--- src/rtl/nmos_pmos.sv ---
// Four-register 4-bit calculator: ALU on R[rd_addr] and an immediate, result written on each falling clk edge.
// Define NMOS_PMOS_SWITCH_LEVEL_EN to build the combinational datapath from nmos/pmos switch cells.

`ifdef NMOS_PMOS_SWITCH_LEVEL_EN
module np_inv (output wire y, input wire a);
    supply1 vdd;
    supply0 gnd;
    pmos p0 (y, vdd, a);
    nmos n0 (y, gnd, a);
endmodule

module np_nand2 (output wire y, input wire a, input wire b);
    supply1 vdd;
    supply0 gnd;
    wire mid;
    pmos p0 (y, vdd, a);
    pmos p1 (y, vdd, b);
    nmos n0 (y, mid, a);
    nmos n1 (mid, gnd, b);
endmodule

module np_nor2 (output wire y, input wire a, input wire b);
    supply1 vdd;
    supply0 gnd;
    wire mid;
    pmos p0 (mid, vdd, a);
    pmos p1 (y, mid, b);
    nmos n0 (y, gnd, a);
    nmos n1 (y, gnd, b);
endmodule

module np_and2 (output wire y, input wire a, input wire b);
    wire t;
    np_nand2 u_n (.y(t), .a(a), .b(b));
    np_inv   u_i (.y(y), .a(t));
endmodule

module np_or2 (output wire y, input wire a, input wire b);
    wire t;
    np_nor2 u_n (.y(t), .a(a), .b(b));
    np_inv  u_i (.y(y), .a(t));
endmodule

module np_xor2 (output wire y, input wire a, input wire b);
    wire n1, n2, n3;
    np_nand2 u0 (.y(n1), .a(a),  .b(b));
    np_nand2 u1 (.y(n2), .a(a),  .b(n1));
    np_nand2 u2 (.y(n3), .a(b),  .b(n1));
    np_nand2 u3 (.y(y),  .a(n2), .b(n3));
endmodule

// y = s ? b : a
module np_mux2 (output wire y, input wire a, input wire b, input wire s);
    wire ns, t0, t1;
    np_inv   u0 (.y(ns), .a(s));
    np_nand2 u1 (.y(t0), .a(a),  .b(ns));
    np_nand2 u2 (.y(t1), .a(b),  .b(s));
    np_nand2 u3 (.y(y),  .a(t0), .b(t1));
endmodule
`endif

module nmos_pmos (
    input  logic       clk,
    input  logic       rst,
    input  logic [1:0] rd_addr,
    input  logic [3:0] immediate,
    input  logic [1:0] we_addr,
    input  logic [2:0] control,
    output logic [3:0] rd_data
);
    logic [3:0] regs [4];
    logic [3:0] b_mux;
    logic [3:0] sum;
    logic [3:0] result;
    logic [3:0] we_dec;
    logic       slt;

`ifdef NMOS_PMOS_SWITCH_LEVEL_EN
    wire [4:0] carry;
    wire [3:0] and_r, or_r, slt_vec, m_lo, m_hi, r_lo, r_hi;
    wire [3:0] half, gen_n, prop_n;
    wire       n_imm3, slt_t1, slt_t2, slt_t3, n_we0, n_we1;

    assign carry[0] = control[2];
    assign slt_vec  = {3'b000, slt};

    for (genvar j = 0; j < 4; j++) begin : g_bit
        np_mux2  u_rm0 (.y(m_lo[j]), .a(regs[0][j]), .b(regs[1][j]), .s(rd_addr[0]));
        np_mux2  u_rm1 (.y(m_hi[j]), .a(regs[2][j]), .b(regs[3][j]), .s(rd_addr[0]));
        np_mux2  u_rm2 (.y(rd_data[j]), .a(m_lo[j]), .b(m_hi[j]), .s(rd_addr[1]));
        np_xor2  u_bx  (.y(b_mux[j]), .a(immediate[j]), .b(control[2]));
        np_xor2  u_h   (.y(half[j]), .a(rd_data[j]), .b(b_mux[j]));
        np_xor2  u_s   (.y(sum[j]), .a(half[j]), .b(carry[j]));
        np_nand2 u_g   (.y(gen_n[j]), .a(rd_data[j]), .b(b_mux[j]));
        np_nand2 u_p   (.y(prop_n[j]), .a(half[j]), .b(carry[j]));
        np_nand2 u_c   (.y(carry[j+1]), .a(gen_n[j]), .b(prop_n[j]));
        np_and2  u_and (.y(and_r[j]), .a(rd_data[j]), .b(b_mux[j]));
        np_or2   u_or  (.y(or_r[j]), .a(rd_data[j]), .b(b_mux[j]));
        np_mux2  u_o0  (.y(r_lo[j]), .a(and_r[j]), .b(or_r[j]), .s(control[0]));
        np_mux2  u_o1  (.y(r_hi[j]), .a(sum[j]), .b(slt_vec[j]), .s(control[0]));
        np_mux2  u_o2  (.y(result[j]), .a(r_lo[j]), .b(r_hi[j]), .s(control[1]));
    end

    np_inv  u_ni  (.y(n_imm3), .a(immediate[3]));
    np_and2 u_sl1 (.y(slt_t1), .a(rd_data[3]), .b(n_imm3));
    np_or2  u_sl2 (.y(slt_t2), .a(rd_data[3]), .b(n_imm3));
    np_and2 u_sl3 (.y(slt_t3), .a(sum[3]), .b(slt_t2));
    np_or2  u_sl4 (.y(slt), .a(slt_t1), .b(slt_t3));

    np_inv  u_nw0 (.y(n_we0), .a(we_addr[0]));
    np_inv  u_nw1 (.y(n_we1), .a(we_addr[1]));
    np_and2 u_d0  (.y(we_dec[0]), .a(n_we1), .b(n_we0));
    np_and2 u_d1  (.y(we_dec[1]), .a(n_we1), .b(we_addr[0]));
    np_and2 u_d2  (.y(we_dec[2]), .a(we_addr[1]), .b(n_we0));
    np_and2 u_d3  (.y(we_dec[3]), .a(we_addr[1]), .b(we_addr[0]));
`else
    assign rd_data = regs[rd_addr];
    assign b_mux   = control[2] ? ~immediate : immediate;
    assign sum     = rd_data + b_mux + {3'b000, control[2]};
    // uses raw immediate[3] so control=111 gives a signed less-than
    assign slt     = (rd_data[3] & ~immediate[3]) | (sum[3] & (rd_data[3] | ~immediate[3]));
    assign we_dec  = 4'b0001 << we_addr;

    always_comb begin
        result = 4'b0000;
        case (control[1:0])
            2'b00:   result = rd_data & b_mux;
            2'b01:   result = rd_data | b_mux;
            2'b10:   result = sum;
            default: result = {3'b000, slt};
        endcase
    end
`endif

    always_ff @(negedge clk) begin
        if (rst) begin
            for (int i = 0; i < 4; i++) regs[i] <= 4'b0000;
        end else begin
            for (int i = 0; i < 4; i++) if (we_dec[i]) regs[i] <= result;
        end
    end
endmodule

--- config.mk ---
export PLATFORM = sky130hd
export DESIGN_NAME = nmos_pmos
export DESIGN_NICKNAME = d
export VERILOG_FILES = /design/src/rtl/nmos_pmos.sv
export SDC_FILE = /design/constraint.sdc
export NUM_CORES = 1
export LEC_CHECK = 0
export ABC_AREA = 1
export ABC_CLOCK_PERIOD_IN_PS = 2300
export BUFFER_PORTS_ARGS = -buffer_cell sky130_fd_sc_hd__buf_2
export CAP_MARGIN = 15
export CORE_AREA = 3 3 51 53
export CTS_BUF_LIST = sky130_fd_sc_hd__clkbuf_8 sky130_fd_sc_hd__clkbuf_16
export CTS_CLUSTER_SIZE = 8
export DETAILED_ROUTE_END_ITERATION = 8
export DIE_AREA = 0 0 54 56
export PLACE_DENSITY = 0.75
export SYNTH_ARGS = -nofsm -noshare
export SYNTH_HDL_FRONTEND = slang
export SYNTH_SLANG_ARGS = --single-unit
--- constraint.sdc ---
create_clock -name clk -period 2.3 [get_ports clk]
set_clock_uncertainty 0.05 [all_clocks]
set_input_delay 0.46 -clock clk [delete_from_list [all_inputs] [get_ports clk]]
set_output_delay 0.46 -clock clk [all_outputs]
set_load 0.01 [all_outputs]
==> metrics.log <==
INFO  metric flip_flop_count_of_the_largest_register_after_layout = 16
INFO  metric routed_via_density = 5.56
INFO  metric multi_input_comb_area = 826 um2
INFO  metric total_congestion_overflow_after_global_routing = 0
INFO  metric maxSlewHeadroom = 59.9%
INFO  metric chipWidth = 54 um
INFO  metric post_synth_num_cell_types = 25
INFO  metric ys_seq_area_share = 39.8%
INFO  metric dr_total_vias = 1,301
INFO  metric syn_area_per_cell = 8.57 um2
INFO  metric largestRegisters = regs: 16 flops
INFO  metric finalHoldViolations = 0
INFO  metric clock_transition_time_at_the_flip_flop_clock_pins_of_the_worst_setup_and_hold_paths = 0.05 ns
INFO  metric clock_path_buffers = 2
INFO  metric run_status = finished, violations left
INFO  metric worst-r2r-setup-slack = 0.25 ns
INFO  metric h-tree-depth = 1
INFO  metric worst-setup-path-type = in -> reg
INFO  metric timing_worst_slew_pin_value = 0.597 ns
INFO  metric grt_antenna_before_repair = 0
INFO  metric top_register = regs
INFO  metric cts_made_buffers = 3
INFO  metric worstPathMaxFanout = 4
INFO  metric synth_enable_flop_cells = 16
INFO  metric area_of_the_mapped_netlist = 0.00121 mm2
INFO  metric design.core.area = 0.00219 mm2
INFO  metric data_arrival_time_of_the_critical_path = 2.09 ns
INFO  metric top_level_ports = 17
INFO  metric slew_viol_final = 0
INFO  metric postRouteAntennaNets = 0
INFO  metric critical_path.endpoint_type = register
INFO  metric vdd.ir_drop.worst = 0.000481 V
INFO  metric floorplan.die.height = 56 um
INFO  metric clkLatencyLatePin = 0.34 ns
INFO  metric synth_ff_type = sky130_fd_sc_hd__edfxtp_1
INFO  metric gp_routability_congestion = 0.899
INFO  metric drt_pass1_iterations = 4
INFO  metric setup_violations = 20
INFO  metric detailed_place_hpwl = 2390 um
INFO  metric static-leakage-power = 0.985 nW
INFO  metric root_buffer = sky130_fd_sc_hd__clkbuf_8
INFO  metric worst_slack = -0.918 ns
INFO  metric detailedRoute.firstIterationViolations = 58
INFO  metric cp_data_required_time = 1.17 ns
INFO  metric synthesis.nets = 163
INFO  metric tritoncts = yes
INFO  metric ys_seq_elements = 16
INFO  metric via_count_of_the_first_global_routing_pass = 1,205
INFO  metric drcViolationCount = 0
INFO  metric max-cap-violations = 0
INFO  metric num-fill-cells = 102
INFO  metric setup_total_negative_slack = -16.19 ns
INFO  metric initial_utilization = 55.2%
INFO  metric port-buffer-count = 16
INFO  metric final-seq-area = 480 um2
INFO  metric post-place-ws = -1.19 ns
INFO  metric ctsHoldBuffers = 0
INFO  metric hold_class = reg -> reg
INFO  metric yosys_warns = 0
INFO  metric grt_usage = 25.7%
INFO  metric num-nets-final = 229
INFO  metric grt_first_pass_wirelength = 5570 um
INFO  metric sink_count_of_the_clock_tree = 16
INFO  metric final_layout_size_suffix_gt1_share = 50.0%
INFO  metric crit_path_start_kind = input port
INFO  metric wl_per_cell = 18.1 um
INFO  metric rsz_0062_raised_after_global_routing = yes
INFO  metric drt-total-wl = 4240 um
INFO  metric number_of_cells_produced_by_synthesis = 141
INFO  metric antenna_cells = 0
INFO  metric cellPowerDensity = 579 mW/mm2
INFO  metric grt_max_degree = 10
INFO  metric violated_checks = setup timing
INFO  metric areaGrowthSynthToFinish = 61.6%
INFO  metric fp_rows = 17
INFO  metric asyncSetResetFlopFracSynth = 0%
INFO  metric die-area = 0.00302 mm2
[metal layers]
metal / routed length (um) / vias up / track usage, %
met5: 0 / - / 0
li1: - / 587 / -
met3: 359 / 19 / 7.24
met2: 2140 / 90 / 41.5
met1: 1560 / 605 / 30.6
met4: 186 / 0 / 12.1
[repair_timing]
action / CTS / global route
buffers inserted: 2 / 3
resized for setup: 26 / 18
pin swaps: 21 / 22
setup endpoints to repair: 20 / 20
[cell usage in the layout (no fill, tap or decap), drive strengths merged]
master and n:
or2 2, nor2 4, nor3 4, o221ai 2, clkinvlp 2, o21ai 5, a221oi 1, clkinv 1
inv 46, clkbuf 3, xor2 4, a32oi 2, nand2 37, edfxtp 16, a211oi 1, a21oi 11
xnor2 1, fa 1, ha 8, buf 48, nand3 7
[worst max-delay path, stage by stage]
cell and delay [ns]:
sky130_fd_sc_hd__buf_2 0.12, sky130_fd_sc_hd__buf_4 0.15, sky130_fd_sc_hd__xnor2_1 0.22, sky130_fd_sc_hd__buf_4 0.18
sky130_fd_sc_hd__inv_1 0.04, sky130_fd_sc_hd__ha_1 0.23, sky130_fd_sc_hd__a21oi_4 0.26, sky130_fd_sc_hd__nand2_4 0.08
sky130_fd_sc_hd__nand2_4 0.09, sky130_fd_sc_hd__nand3_4 0.09, sky130_fd_sc_hd__nand2_4 0.10, sky130_fd_sc_hd__a21oi_2 0.07
[power by group]
group          internal, mW  switching, mW  leakage, nW
logic                 0.186          0.233        0.707
clock network         0.157          0.198        0.107
registers             0.345         0.0118        0.171
[synth_stat cells (all sizes together) (2+ instances only)]
master | number | area share, %
o221ai | 2 | 1.4
nand2 | 37 | 14
a32oi | 2 | 1.4
inv | 33 | 11
ha | 8 | 8.3
edfxtp | 16 | 40
xor2 | 4 | 2.9
nor3 | 4 | 1.7
a21oi | 11 | 4.6
buf | 2 | 1.9
nor2 | 4 | 1.4
or2 | 2 | 1.0
o21ai | 5 | 2.1
nand3 | 7 | 5.0
[final cells by class]
cell class                      count  share of cell area (%)
Clock buffer                        3                    2.11
Clock inverter                     17                    3.33
Inverter                           32                    6.98
Multi-Input combinational cell     90                    42.3
Sequential cell                    16                    24.6
Tap cell                           28                    1.79
Timing Repair Buffer               48                    18.9
[kinds of logic (layout without fill, tap and decap cells)]
kind of cell               after synthesis  after routing  synth area share, %
AOI/OAI and AO/OA                       22             22                 10.9
adders and majority gates                9              9                 9.94
DFF                                     16             16                 39.8
xor gates and xnor gates                 5              5                 3.62
buffers and inverters                   35            100                 12.7
and+or+nand+nor                         54             54                 23.1
[worst paths after layout]
| path | startpoint | to | cells after the start |
|---|---|---|---|
| max reg2reg | regs[0][1]$_SDFFCE_NN0P_ | regs[3][0]$_SDFFCE_NN0P_ | 12 |
| min | regs[2][3]$_SDFFCE_NN0P_ | regs[1][0]$_SDFFCE_NN0P_ | 6 |
| min reg2reg | regs[2][3]$_SDFFCE_NN0P_ | regs[1][0]$_SDFFCE_NN0P_ | 6 |
| max | control[2] | regs[3][0]$_SDFFCE_NN0P_ | 12 |
[stage by stage]
| step | power [mW] | cell area, um2 | hold slack, ns | std cells | utilization, % |
|---|---|---|---|---|---|
| after floorplan | 0.583 | 1310 | 0.879 | 141 | - |
| after CTS | 1.03 | 1840 | 1.03 | 232 | 84.0 |
| after global placement | 0.677 | 1600 | 0.991 | 211 | 73.2 |
| final | 1.13 | 1950 | 1.11 | 234 | 89.1 |
| after global routing | 1.19 | 1950 | 1.13 | 234 | 89.1 |
| after detailed placement | 0.693 | 1600 | 1.02 | 211 | 73.2 |
Power figures use the tool's default switching activity.
